## src/rtl/uart_tx_param.sv

```systemverilog
// uart_tx_param: parametrised UART transmitter.
// Sends one idle-high asynchronous frame per accepted tx_start:
// start bit, DATA_W data bits LSB first, optional parity bit, STOP_BITS stop
// bits, each bit CLKS_PER_BIT clock cycles wide.
//
// Compile-time option: define UART_TX_PARITY_EN to add the parity bit
// (even when PARITY_ODD=0, odd when PARITY_ODD=1). Undefined: no parity slot.
//
// Ports:
//   clk       system clock, rising edge
//   rst       asynchronous active-high reset
//   tx_start  send request, sampled only while idle
//   data_in   word to send, captured on the accepting edge
//   data_out  registered serial line, idle high
//   tx_busy   high from the accepting edge until the frame completes
//   tx_done   one-cycle pulse at frame completion
module uart_tx_param #(
    parameter int DATA_W       = 8,
    parameter int CLKS_PER_BIT = 16,
    parameter int STOP_BITS    = 1,
    parameter int PARITY_ODD   = 0
) (
    input  logic              clk,
    input  logic              rst,
    input  logic              tx_start,
    input  logic [DATA_W-1:0] data_in,
    output logic              data_out,
    output logic              tx_busy,
    output logic              tx_done
);

    localparam int CNT_W = (CLKS_PER_BIT > 1) ? $clog2(CLKS_PER_BIT) : 1;
    localparam int IDX_W = $clog2(DATA_W);
    localparam logic [CNT_W-1:0] CNT_LAST  = CNT_W'(CLKS_PER_BIT - 1);
    localparam logic [IDX_W-1:0] IDX_LAST  = IDX_W'(DATA_W - 1);
    localparam logic [IDX_W-1:0] STOP_LAST = IDX_W'(STOP_BITS - 1);

    if (STOP_BITS != 1 && STOP_BITS != 2) begin : g_bad_stop_bits
        $error("uart_tx_param: STOP_BITS must be 1 or 2");
    end
    if (DATA_W < 5 || DATA_W > 16) begin : g_bad_data_w
        $error("uart_tx_param: DATA_W must be 5..16");
    end
    if (CLKS_PER_BIT < 1) begin : g_bad_clks
        $error("uart_tx_param: CLKS_PER_BIT must be >= 1");
    end
    if (PARITY_ODD != 0 && PARITY_ODD != 1) begin : g_bad_parity
        $error("uart_tx_param: PARITY_ODD must be 0 or 1");
    end

    typedef enum logic [2:0] {IDLE, START, DATA, PARITY, STOP} state_t;

    state_t            state, state_n;
    logic [CNT_W-1:0]  cnt, cnt_n;
    logic [IDX_W-1:0]  idx, idx_n;     // data bit index, reused as stop bit index
    logic [DATA_W-1:0] shreg, shreg_n;
    logic              line_n;
    logic              done_n;
    logic              tc;
`ifdef UART_TX_PARITY_EN
    logic              par, par_n;
`endif

    assign tx_busy = (state != IDLE);
    assign tc      = (cnt == CNT_LAST);

    always_ff @(posedge clk or posedge rst) begin
        if (rst) begin
            state    <= IDLE;
            cnt      <= '0;
            idx      <= '0;
            shreg    <= '0;
            data_out <= 1'b1;
            tx_done  <= 1'b0;
`ifdef UART_TX_PARITY_EN
            par      <= 1'b0;
`endif
        end else begin
            state    <= state_n;
            cnt      <= cnt_n;
            idx      <= idx_n;
            shreg    <= shreg_n;
            data_out <= line_n;
            tx_done  <= done_n;
`ifdef UART_TX_PARITY_EN
            par      <= par_n;
`endif
        end
    end

    // The line is registered, so line_n is the level of the state being
    // entered (or the next bit of the current state); this makes the start
    // bit appear on the accepting edge itself.
    always_comb begin
        state_n = state;
        cnt_n   = cnt + 1'b1;
        idx_n   = idx;
        shreg_n = shreg;
        line_n  = data_out;
        done_n  = 1'b0;
`ifdef UART_TX_PARITY_EN
        par_n   = par;
`endif
        case (state)
            IDLE: begin
                cnt_n  = '0;
                line_n = 1'b1;
                if (tx_start) begin
                    shreg_n = data_in;
`ifdef UART_TX_PARITY_EN
                    par_n   = (^data_in) ^ (PARITY_ODD != 0);
`endif
                    state_n = START;
                    line_n  = 1'b0;
                end
            end
            START: begin
                if (tc) begin
                    cnt_n   = '0;
                    idx_n   = '0;
                    state_n = DATA;
                    line_n  = shreg[0];
                end
            end
            DATA: begin
                if (tc) begin
                    cnt_n = '0;
                    if (idx == IDX_LAST) begin
                        idx_n   = '0;
`ifdef UART_TX_PARITY_EN
                        state_n = PARITY;
                        line_n  = par;
`else
                        state_n = STOP;
                        line_n  = 1'b1;
`endif
                    end else begin
                        // shreg[0] is the bit on the line; shift and present the next one
                        idx_n   = idx + 1'b1;
                        shreg_n = shreg >> 1;
                        line_n  = shreg[1];
                    end
                end
            end
`ifdef UART_TX_PARITY_EN
            PARITY: begin
                if (tc) begin
                    cnt_n   = '0;
                    state_n = STOP;
                    line_n  = 1'b1;
                end
            end
`endif
            STOP: begin
                line_n = 1'b1;
                if (tc) begin
                    cnt_n = '0;
                    if (idx == STOP_LAST) begin
                        idx_n   = '0;
                        state_n = IDLE;
                        done_n  = 1'b1;
                    end else begin
                        idx_n = idx + 1'b1;
                    end
                end
            end
            default: begin
                state_n = IDLE;
                cnt_n   = '0;
                idx_n   = '0;
                line_n  = 1'b1;
            end
        endcase
    end

endmodule
```

## config.mk

```make
export PLATFORM = sky130hd
export DESIGN_NAME = uart_tx_param
export DESIGN_NICKNAME = d
export VERILOG_FILES = /design/src/rtl/uart_tx_param.sv
export SDC_FILE = /design/constraint.sdc
export NUM_CORES = 1
export LEC_CHECK = 0
export CORE_UTILIZATION = 45
export CTS_CLUSTER_SIZE = 8
export DETAILED_ROUTE_END_ITERATION = 10
export PLACE_DENSITY = 0.7
export SYNTH_ARGS = -nofsm -noshare
export SYNTH_HDL_FRONTEND = slang
export SYNTH_SLANG_ARGS = --single-unit
```

## constraint.sdc

```tcl
create_clock -name clk -period 2 [get_ports clk]
set_input_delay 0.4 -clock clk [delete_from_list [all_inputs] [get_ports clk]]
set_output_delay 0.4 -clock clk [all_outputs]
set_load 0.02 [all_outputs]
```

==> flow_summary.toml <==
[status]
outcome = "finished clean"

[critical_path]
crit_buf_inv = 1
slowest_delay_ns = 0.61
rrSetupSlack_ns = 0.25
crit_path_max_fanout = 2
crit_required_ns = 1.60
crit_path_end_kind = "output port"
path_class = "reg2out"
worstPathCellList = "clkdlybuf4s50_1"
r2r_start = "cnt[0]"
arrival_ns = 1.45
path_delay_family = "buffers and inverters"
r2r_end = "shreg[4]"
crit_slowest_cell = "clkdlybuf4s50_1"
cp-start-kind = "register"
reg2regPathDepth = 5

[layout]
fin_area_sq_mm = 0.00133
area_growth_pct = 15.2
drive_gt1_share_pct = 15.0
final_util_pct = 54.3
antenna_cells = 0
fin_nets = 150

[timing]
hold_violations = 0
setup_slack_ns = 0.149
tightest_slew_ns = 0.345
slew_viol_final = 0
slew_headroom_pct = 77.0
finalCritPeriodShare_pct = 92.6
rsz0062_at_grt = "false"
max_freq_ghz = 0.540
fin_worst_skew_ns = 0.0120
finalSetupViolCount = 0
fin_crit_ns = 1.85
tns_ns = 0

[placement]
place.port_buffers = 13
gp_congestion = 0.836
placed_area_sq_mm = 0.00131
dp_hpwl_mm = 1.66
pre_cts_ws_ns = 0.294

[floorplanning]
ios = 14
die_w_um = 52.7
row_count = 18
core_area_sq_mm = 0.00245
die_h_um = 52.7
die_area_sq_mm = 0.00278
initial_core_util_pct = 47.1

[clock_tree]
cts_tree = "done"
cts_buffer_depth = 2
clk_pin_slew_worst_paths_ns = 0.12
cts_sinks = 20
insertion_delay_ns = 0.30
hold_buffers = 0
ctsHtreeMaxLevel = 1
cts-root-buf = "clkbuf_4"
cts_setup_buffers = 0
cts_made_buffers = 3

[global_route]
grt_usage_pct = 18.4
overflow = 0
grt_pass1_vias = 804
grt_max_degree = 21
antenna_found_initial = 0
grt_pass1_wl_mm = 3.71

[route]
post-route-drc-count = 0
via_count = 895
ant_nets = 0
first_pass_iters = 4
viasPerCell = 5.49
routedWlPerCell_um = 14.2
routed_wl_mm = 2.32
drtIter0Drc = 24

[power]
power_density_mw_per_mm2 = 1060
leakagePower_nw = 0.624
ir_drop_mv = 0.640

[synthesis]
yosysSeqAreaShare_pct = 43.4
synth_cell_types = 40
synth_nets = 135
avgSynthCellArea_sq_um = 9.73
ys_warn_count = 0
synth_cells = 119
ys_ff_latch = 20
syn_area_sq_mm = 0.00116

[job]
max_cap_viol_count = 0

[min_path]
hp-class = "in2async"
==> placed cells by master (no fill, tap or decap), types with 3 or more instances in the layout <==
cell,synthesis,routed
a21oi_1,8,8
a21oi_2,7,7
buf_4,1,4
clkbuf_4,0,3
clkdlybuf4s50_1,0,12
dfrtp_1,19,19
ha_1,5,5
inv_1,14,14
nand2_1,4,4
nand2b_1,3,3
nand3_1,3,3
nor2_1,6,6
nor2b_1,3,3
nor3_1,3,3
o21ai_0,4,4
o22ai_1,7,7
==> synthesized netlist by cell type, drive strengths merged <==
master | count | share of area, %
dfrtp | 19 | 41
o21a | 1 | 0.65
nor2 | 7 | 2.5
nand4b | 2 | 2.8
nor4 | 2 | 1.1
o41ai | 1 | 1.4
nand3 | 3 | 1.3
a41oi | 1 | 0.76
dfstp | 1 | 2.3
nand2b | 3 | 1.6
nand4 | 1 | 0.54
o22ai | 7 | 3.8
nor2b | 3 | 1.6
a211o | 1 | 0.76
nand3b | 1 | 0.65
nor3b | 1 | 0.65
and2 | 2 | 1.3
nor3 | 4 | 2.2
or3 | 1 | 0.54
a311oi | 2 | 1.5
o41a | 1 | 0.97
inv | 14 | 4.5
o21ai | 4 | 1.7
a21o | 1 | 0.65
xnor2 | 1 | 0.76
o31ai | 1 | 0.65
o221ai | 1 | 0.76
nand2 | 4 | 1.3
ha | 5 | 5.4
a21boi | 1 | 0.65
a21oi | 15 | 8.8
buf | 7 | 4.3
and3 | 1 | 0.54
==> flip-flops by register name (all words and copies together), names as in the netlist <==
register and flops:
tx_done 1, shreg 8, cnt 4, state 3
data_out 1, idx 3
==> per-stage QoR <==
stage | cells | total power [mW] | hold slack [ns]
3_5_place_dp | 159 | 1.21 | 0.501
5_1_grt | 163 | 1.52 | 0.447
4_1_cts | 163 | 1.42 | 0.401
6_report | 163 | 1.41 | 0.409
2_1_floorplan | 119 | 1.07 | 0.363
3_3_place_gp | 159 | 1.19 | 0.482
==> worst reg2reg max path, cell delays in order, from the launching register on <==
cell and delay (ns):
dfrtp_1 0.42, ha_1 0.31, and3_1 0.36, nand4b_4 0.22
and2_4 0.24, a21oi_2 0.15
==> layout make-up <==
cell class                      count  area (sq um)
Sequential cell                    20           502
Inverter                           14          52.6
Clock buffer                        4          26.3
Tap cell                           30          37.5
Fill cell                         222          1120
Multi-Input combinational cell     78           553
Timing Repair Buffer               17           163
==> report_power, final <==
| group | switching [mW] | leakage [nW] | internal (mW) |
|---|---|---|---|
| sequential | 0.110 | 0.243 | 0.549 |
| clock | 0.122 | 0.0150 | 0.0777 |
| combinational | 0.298 | 0.366 | 0.251 |
==> cell families after synthesis <==
kind of cell               share of synthesized area [%]
and+or+nand+nor                                     18.6
AOI/OAI and AO/OA                                   23.0
buffers and inverters                               8.87
xor gates and xnor gates                           0.757
DFF                                                 43.4
adders and majority gates                           5.41
==> how the worst max path moves through the flow <==
stage	startpoint	endpoint	slack (ns)	cells after the start
CTS	state[2]	tx_busy	0.02	3
detailed placement	cnt[0]	shreg[4]	0.29	5
finish	data_out	data_out	0.15	1
floorplan	cnt[0]	shreg[0]	0.47	7
global route	data_out	data_out	0.08	1
global placement	tx_start	shreg[3]	0.36	4
==> per-layer routing <==
| metal | vias to the layer above | routed length (um) | track usage (%) |
|---|---|---|---|
| met5 | - | 0 | 0 |
| met4 | 0 | 10 | 7.89 |
| met3 | 2 | 58 | 2.61 |
| met2 | 14 | 1070 | 28.5 |
| met1 | 419 | 1170 | 25.2 |
| li1 | 460 | - | - |
==> what timing repair did <==
| item | in CTS | in global routing |
|---|---|---|
| setup endpoints to repair | 0 | 1 |
| hold endpoints to repair | 0 | 0 |
| resized for setup | 0 | 1 |
(Power assumes the default switching activity.)
